[src/rtl/alu_pkg.sv]
// +--------------------------------------------------------------------------+
// | alu_pkg                                                                  |
// | Shared ALU control codes, RV32I opcode/funct constants and slot type.    |
// | Revision: 1.0                                                            |
// +--------------------------------------------------------------------------+
`default_nettype none

package alu_pkg;

    localparam int DATA_W = 32;

    typedef enum logic [3:0] {
        ALU_ADD  = 4'd0,
        ALU_SUB  = 4'd1,
        ALU_AND  = 4'd2,
        ALU_OR   = 4'd3,
        ALU_SLT  = 4'd4,
        ALU_XOR  = 4'd5,
        ALU_SLTU = 4'd6,
        ALU_SLL  = 4'd7,
        ALU_SRL  = 4'd8,
        ALU_SRA  = 4'd9
    } alu_op_e;

    typedef enum logic [1:0] {
        OPA_ZERO = 2'd0,
        OPA_RS1  = 2'd1,
        OPA_PC   = 2'd2
    } opa_sel_e;

    typedef enum logic [1:0] {
        OPB_ZERO = 2'd0,
        OPB_RS2  = 2'd1,
        OPB_IMM  = 2'd2
    } opb_sel_e;

    localparam logic [6:0] OPC_OP    = 7'b0110011;
    localparam logic [6:0] OPC_OPIMM = 7'b0010011;
    localparam logic [6:0] OPC_LUI   = 7'b0110111;
    localparam logic [6:0] OPC_AUIPC = 7'b0010111;

    localparam logic [2:0] F3_ADD  = 3'b000;
    localparam logic [2:0] F3_SLL  = 3'b001;
    localparam logic [2:0] F3_SLT  = 3'b010;
    localparam logic [2:0] F3_SLTU = 3'b011;
    localparam logic [2:0] F3_XOR  = 3'b100;
    localparam logic [2:0] F3_SR   = 3'b101;
    localparam logic [2:0] F3_OR   = 3'b110;
    localparam logic [2:0] F3_AND  = 3'b111;

    localparam logic [6:0] F7_BASE = 7'h00;
    localparam logic [6:0] F7_ALT  = 7'h20;

    typedef struct packed {
        logic [DATA_W-1:0] a;
        logic [DATA_W-1:0] b;
        alu_op_e           control;
        logic [4:0]        rd;
        logic              wen;
        logic [DATA_W-1:0] pc;
        logic              illegal;
    } issue_slot_t;

    // Operation selected by funct3 when funct7 is the base encoding.
    function automatic alu_op_e f3_base_op(input logic [2:0] f3);
        alu_op_e op;
        case (f3)
            F3_ADD:  op = ALU_ADD;
            F3_SLL:  op = ALU_SLL;
            F3_SLT:  op = ALU_SLT;
            F3_SLTU: op = ALU_SLTU;
            F3_XOR:  op = ALU_XOR;
            F3_SR:   op = ALU_SRL;
            F3_OR:   op = ALU_OR;
            default: op = ALU_AND;
        endcase
        return op;
    endfunction

endpackage

`default_nettype wire

[src/rtl/alu_op_decode.sv]
// +--------------------------------------------------------------------------+
// | alu_op_decode                                                            |
// | Combinational RV32I OP/OP-IMM/LUI/AUIPC decode to ALU control + selects. |
// | Revision: 1.0                                                            |
// +--------------------------------------------------------------------------+
`default_nettype none

module alu_op_decode
    import alu_pkg::*;
(
    input  logic [6:0] opcode,
    input  logic [2:0] funct3,
    input  logic [6:0] funct7,
    output alu_op_e    control,
    output opa_sel_e   sel_a,
    output opb_sel_e   sel_b,
    output logic       illegal
);

    always_comb begin
        control = ALU_ADD;
        sel_a   = OPA_ZERO;
        sel_b   = OPB_ZERO;
        illegal = 1'b0;

        case (opcode)
            OPC_OP: begin
                sel_a = OPA_RS1;
                sel_b = OPB_RS2;
                if (funct7 == F7_BASE) begin
                    control = f3_base_op(funct3);
                end else if (funct7 == F7_ALT && funct3 == F3_ADD) begin
                    control = ALU_SUB;
                end else if (funct7 == F7_ALT && funct3 == F3_SR) begin
                    control = ALU_SRA;
                end else begin
                    illegal = 1'b1;
                end
            end
            OPC_OPIMM: begin
                sel_a = OPA_RS1;
                sel_b = OPB_IMM;
                // Only shifts constrain funct7; other immediates own those bits.
                if (funct3 == F3_SLL) begin
                    if (funct7 == F7_BASE) control = ALU_SLL;
                    else                   illegal = 1'b1;
                end else if (funct3 == F3_SR) begin
                    if (funct7 == F7_BASE)     control = ALU_SRL;
                    else if (funct7 == F7_ALT) control = ALU_SRA;
                    else                       illegal = 1'b1;
                end else begin
                    control = f3_base_op(funct3);
                end
            end
            OPC_LUI: begin
                sel_b = OPB_IMM;
            end
            OPC_AUIPC: begin
                sel_a = OPA_PC;
                sel_b = OPB_IMM;
            end
            default: begin
                illegal = 1'b1;
            end
        endcase

        // Illegal slots carry a harmless ADD of zeros downstream.
        if (illegal) begin
            control = ALU_ADD;
            sel_a   = OPA_ZERO;
            sel_b   = OPB_ZERO;
        end
    end

endmodule

`default_nettype wire

[src/rtl/alu_issue_stage.sv]
// +--------------------------------------------------------------------------+
// | alu_issue_stage                                                          |
// | ID->EX issue slot: decode, operand forwarding, valid/ready, statistics.  |
// | Revision: 1.0                                                            |
// +--------------------------------------------------------------------------+
`default_nettype none

module alu_issue_stage
    import alu_pkg::*;
#(
    parameter int XLEN      = 32,
    parameter int CNT_WIDTH = 32
) (
    input  logic                 clk,
    input  logic                 rst_n,
    input  logic                 in_valid,
    output logic                 in_ready,
    input  logic [XLEN-1:0]      in_pc,
    input  logic [31:0]          in_instr,
    input  logic [XLEN-1:0]      in_imm,
    input  logic [XLEN-1:0]      in_rs1_data,
    input  logic [XLEN-1:0]      in_rs2_data,
    input  logic                 fwd_ex_en,
    input  logic [4:0]           fwd_ex_rd,
    input  logic [XLEN-1:0]      fwd_ex_data,
    input  logic                 fwd_wb_en,
    input  logic [4:0]           fwd_wb_rd,
    input  logic [XLEN-1:0]      fwd_wb_data,
    input  logic                 flush,
    output logic                 out_valid,
    input  logic                 out_ready,
    output logic [XLEN-1:0]      out_a,
    output logic [XLEN-1:0]      out_b,
    output logic [3:0]           out_control,
    output logic [4:0]           out_rd,
    output logic                 out_wen,
    output logic [XLEN-1:0]      out_pc,
    output logic                 out_illegal,
    output logic [CNT_WIDTH-1:0] stat_issued,
    output logic [CNT_WIDTH-1:0] stat_illegal
);

    logic [4:0]      w_rs1;
    logic [4:0]      w_rs2;
    logic [4:0]      w_rd;
    logic [XLEN-1:0] w_rs1_val;
    logic [XLEN-1:0] w_rs2_val;
    alu_op_e         w_control;
    opa_sel_e        w_sel_a;
    opb_sel_e        w_sel_b;
    logic            w_illegal;
    issue_slot_t     w_next_slot;
    logic            w_capture;
    logic            w_consume;

    issue_slot_t     r_slot;
    logic            r_valid;
    logic [CNT_WIDTH-1:0] r_issued;
    logic [CNT_WIDTH-1:0] r_illegal_cnt;

    assign w_rs1 = in_instr[19:15];
    assign w_rs2 = in_instr[24:20];
    assign w_rd  = in_instr[11:7];

    alu_op_decode u_decode (
        .opcode  (in_instr[6:0]),
        .funct3  (in_instr[14:12]),
        .funct7  (in_instr[31:25]),
        .control (w_control),
        .sel_a   (w_sel_a),
        .sel_b   (w_sel_b),
        .illegal (w_illegal)
    );

    // EX result is younger than WB, so it takes precedence.
    always_comb begin
        w_rs1_val = in_rs1_data;
        if (w_rs1 == 5'd0)                        w_rs1_val = '0;
        else if (fwd_ex_en && fwd_ex_rd == w_rs1) w_rs1_val = fwd_ex_data;
        else if (fwd_wb_en && fwd_wb_rd == w_rs1) w_rs1_val = fwd_wb_data;
    end

    always_comb begin
        w_rs2_val = in_rs2_data;
        if (w_rs2 == 5'd0)                        w_rs2_val = '0;
        else if (fwd_ex_en && fwd_ex_rd == w_rs2) w_rs2_val = fwd_ex_data;
        else if (fwd_wb_en && fwd_wb_rd == w_rs2) w_rs2_val = fwd_wb_data;
    end

    always_comb begin
        w_next_slot         = '0;
        w_next_slot.control = w_control;
        w_next_slot.rd      = w_rd;
        w_next_slot.wen     = !w_illegal && (w_rd != 5'd0);
        w_next_slot.pc      = in_pc;
        w_next_slot.illegal = w_illegal;
        case (w_sel_a)
            OPA_RS1: w_next_slot.a = w_rs1_val;
            OPA_PC:  w_next_slot.a = in_pc;
            default: w_next_slot.a = '0;
        endcase
        case (w_sel_b)
            OPB_RS2: w_next_slot.b = w_rs2_val;
            OPB_IMM: w_next_slot.b = in_imm;
            default: w_next_slot.b = '0;
        endcase
    end

    assign in_ready  = !r_valid || out_ready;
    assign w_capture = in_valid && in_ready && !flush;
    assign w_consume = r_valid && out_ready;

    always_ff @(posedge clk or negedge rst_n) begin
        if (!rst_n) begin
            r_valid <= 1'b0;
            r_slot  <= '0;
        end else if (flush) begin
            r_valid <= 1'b0;
        end else if (w_capture) begin
            r_valid <= 1'b1;
            r_slot  <= w_next_slot;
        end else if (w_consume) begin
            r_valid <= 1'b0;
        end
    end

    // A slot flushed while being consumed is not counted.
    always_ff @(posedge clk or negedge rst_n) begin
        if (!rst_n) begin
            r_issued      <= '0;
            r_illegal_cnt <= '0;
        end else if (w_consume && !flush) begin
            r_issued <= r_issued + CNT_WIDTH'(1);
            if (r_slot.illegal) begin
                r_illegal_cnt <= r_illegal_cnt + CNT_WIDTH'(1);
            end
        end
    end

    assign out_valid    = r_valid;
    assign out_a        = r_slot.a;
    assign out_b        = r_slot.b;
    assign out_control  = r_slot.control;
    assign out_rd       = r_slot.rd;
    assign out_wen      = r_slot.wen;
    assign out_pc       = r_slot.pc;
    assign out_illegal  = r_slot.illegal;
    assign stat_issued  = r_issued;
    assign stat_illegal = r_illegal_cnt;

endmodule

`default_nettype wire

[config.mk]
export PLATFORM = sky130hd
export DESIGN_NAME = alu_issue_stage
export DESIGN_NICKNAME = d
export VERILOG_FILES = /design/src/rtl/alu_pkg.sv /design/src/rtl/alu_op_decode.sv /design/src/rtl/alu_issue_stage.sv
export SDC_FILE = /design/constraint.sdc
export NUM_CORES = 1
export LEC_CHECK = 0
export BUFFER_PORTS_ARGS = -buffer_cell sky130_fd_sc_hd__buf_2
export CAP_MARGIN = 20
export CORE_MARGIN = 5
export CORE_UTILIZATION = 40
export DETAILED_ROUTE_END_ITERATION = 12
export GPL_TIMING_DRIVEN = 0
export PLACE_DENSITY = 0.66
export SETUP_SLACK_MARGIN = 0.5
export SYNTH_ARGS = -nofsm -noshare
export SYNTH_HDL_FRONTEND = slang
export SYNTH_SLANG_ARGS = --single-unit
[constraint.sdc]
create_clock -name clk -period 2.5 [get_ports clk]
set_clock_uncertainty 0.1 [all_clocks]
set_input_delay 0.375 -clock clk [delete_from_list [all_inputs] [get_ports clk]]
set_output_delay 0.375 -clock clk [all_outputs]
set_load 0.005 [all_outputs]
==> results.toml <==
[sta]
layout_setup_ws_ps = -109
post-route-min-period_ps = 2610
finalHoldWorstSlack_ps = 54.8
worst_pin_slew_ps = 852
clock.fmax_ghz = 0.383
rsz0062_at_grt = "yes"
post-route-period-util_pct = 104
hold_viol = 0
slew_headroom_pct = 43.2
setup_viol = 63
drv_slew = 0

[floorplan]
die_x_um = 161
design.core.area_sq_um = 22500
start_util_pct = 40.4
die_h_um = 161
pin_count = 414
rows = 55
dieArea_sq_um = 25800

[cts]
htree_levels = 4
clkLatencyLatePin_ps = 430
cts_made_buffers = 17
clockBufferDepth = 2
root_buffer = "clkbuf_16"
cts_tree = "yes"
cts.clk_slew.worst_paths_ps = 80
cts_sinks = 172

[placement]
postPlaceCellArea_sq_um = 11600
port-buffer-count = 412
place_congestion = 0.963
hpwl_um = 29800

[logic_synthesis]
synth_top_family_by_area = "simple AND/OR/NAND/NOR gates"
seq_area_frac_synth_pct = 47.4
yosys_warnings = 0
synthXorXnorAreaFrac_pct = 8.00
synthArstFlopShare_pct = 100
ys_types = 47
synth_compound_area_share_pct = 18.8
synthSimpleGateAreaFrac_pct = 21.3
ys.flop_type = "dfrtp_1"
syn_nets = 1254
synthesis.area_sq_um = 9090
synthAdderAreaFrac_pct = 0.826
synth_edf_count = 0
synth_mux_area_share_pct = 0.248
syn_area_per_cell_sq_um = 9.02
ys_seq_elements = 172
netlist_instances = 1007

[global_route]
grt_pass1_wl_um = 57300
track_usage_pct = 28.5
gr-total-overflow = 0
grt_max_degree = 105
grt_pass1_vias = 9959
antenna_found_initial = 4

[worst_setup_path]
rrSetupSlack_ps = 310
crit_fanout = 8
worst_path_largest_cell_delay_ps = 560
slowest_stage = "or4_4"
rr_worst_depth = 9
regToRegEndpoint = "out_a[18]"
crit_top_cell = "buf_6"
timing.critical_path.to = "out_a[18]"
critPathBufInv = 3
start_kind = "primary input"
cp_cell_sequence = "buf_6, or4_4, o31a_1, a211o_1, ha_4, nor4b_4, buf_6, clkbuf_16, o21ai_2, o22ai_1"
crit_type = "in -> reg"
end_kind = "flip-flop"
cp-startpoint = "in_instr[28]"
cp.arrival_ps = 2850
required_ps = 2740
r2r_start = "out_valid"
crit_family = "compound AO/OA/AOI/OAI gates"
path_depth = 10

[detailed_routing]
drtPass1Iterations = 5
detail_route.wl_per_cell_um = 22.0
routed_wl_um = 39100
via_per_inst = 5.65
drc = 0
first_iter_violations = 992
vias = 10040
drtAntennaViolNets = 0

[layout]
utilization_pct = 57.8
multiInputGateArea_sq_um = 4830
fin_area_sq_um = 13000
num-fill-cells = 2078
most-common-layout-cells = "buf_2, dfrtp_1, nand2_1"
regArea_sq_um = 4310
layout_commonest_cell = "buf_2"
area_delta_synth_final_pct = 43.2
final_nets = 1724
drive_gt1_share_pct = 40.1

[flow_run]
timing.max_cap.violations = 0

[status]
status = "complete, but fails checks"
violations = "setup timing"

[worst_hold_path]
hold_path_class = "in -> reg"

[power_and_ir_drop]
vdd_ir_drop_max_mv = 0.312
power_mw = 7.41
p_per_area_nw_per_um2 = 569
power.leakage_nw = 6.38
-- sequential cells by signal, indices dropped and copies added, names as in the netlist --
name	cells
stat_illegal	32
stat_issued	32
out_valid	1
out_wen	1
out_b	32
out_rd	5
out_a	32
out_pc	32
out_control	4
out_illegal	1
-- metal layers --
metal	up-vias	part of all wire (%)	track usage (%)	routed length, um
met4	4	4.1	11.0	1620
met2	580	48	47.0	18600
met5	-	0.038	0	15
met3	101	8.0	6.03	3130
met1	4791	40	36.9	15700
li1	4564	-	-	-
-- worst register-to-register path: stages (launching register included) --
cell	delay [ps]
dfrtp_1	400
nor2b_2	190
inv_1	100
nand3b_1	90
clkbuf_4	240
nor4b_4	320
buf_6	220
clkbuf_16	190
o21ai_2	50
o22ai_1	210
-- timing repair --
action	4_1_cts	5_1_grt
hold buffers	1	0
gates resized for setup	50	107
endpoints found under the setup margin	127	129
pin swaps	13	61
cloned	3	3
hold endpoints to repair	68	0
setup buffers	19	12
-- stage by stage --
step / cells / setup slack, ps / TNS (ps)
after detailed placement: 1705 / -738 / -54750
after floorplan: 1007 / -132 / -6740
after global routing: 1776 / -153 / -5280
after global placement: 1704 / -1940 / -384790
after CTS: 1759 / 36.3 / 0
final: 1777 / -109 / -3340
-- cells by family after synthesis --
logic type	Yosys count
adder cells (fa/ha/maj)	6
flip-flops	172
XOR/XNOR	83
AO/OA/AOI/OAI	271
buffers and inverters	83
multiplexers	2
AND/OR/NAND/NOR	390
-- synthesized netlist by cell type, types with 3 or more instances --
| cell type | n | area (sq um) |
|---|---|---|
| o21ai_0 | 64 | 320 |
| or2_2 | 4 | 25.0 |
| o22ai_1 | 64 | 400 |
| nor3_2 | 3 | 30.0 |
| ha_1 | 6 | 75.1 |
| nand3b_1 | 3 | 22.5 |
| a221oi_1 | 64 | 561 |
| inv_1 | 12 | 45.0 |
| nor2_1 | 91 | 342 |
| nor3_1 | 8 | 40.0 |
| nor2b_1 | 7 | 43.8 |
| or4_1 | 4 | 30.0 |
| nand3_1 | 23 | 115 |
| nand2_1 | 149 | 559 |
| clkbuf_1 | 65 | 244 |
| nand4b_1 | 5 | 43.8 |
| and2_1 | 34 | 213 |
| a21oi_1 | 66 | 330 |
| nor4_1 | 4 | 25.0 |
| o21ai_1 | 5 | 25.0 |
| nor3b_1 | 4 | 30.0 |
| dfrtp_1 | 172 | 4300 |
| buf_2 | 4 | 20.0 |
| xnor2_1 | 54 | 473 |
| and3_1 | 12 | 75.1 |
| nand4_1 | 19 | 119 |
| xor2_1 | 29 | 254 |
| or3_1 | 5 | 31.3 |
-- power breakdown --
part           internal [mW]  switching, mW
combinational          0.669          0.809
sequential              3.07          0.237
clock                   1.33           1.29
-- cell type report --
type / instances / share of cell area, %
well taps: 285 / 2.74
flip-flops and latches: 172 / 33.1
clock inverters: 14 / 1.15
repair buffers: 451 / 19.0
plain buffers: 71 / 3.18
inverters: 12 / 0.346
multi-input cells: 752 / 37.2
diodes: 3 / 0.0577
clock buffers: 17 / 3.27
-- worst min-delay path by stage --
| stage | from | endpoint | slack, ps | cells past startpoint |
|---|---|---|---|---|
| after floorplan | rst_n | out_a[0] | -20 | 0 |
| after global routing | in_pc[19] | out_pc[19] | 40 | 3 |
| after global placement | out_pc[11] | out_pc[11] | 350 | 2 |
| final | in_instr[7] | out_rd[0] | 50 | 3 |
| after CTS | in_instr[7] | out_rd[0] | 30 | 3 |
| after detailed placement | rst_n | stat_illegal[30] | 260 | 1 |
(Power assumes the default switching activity.)
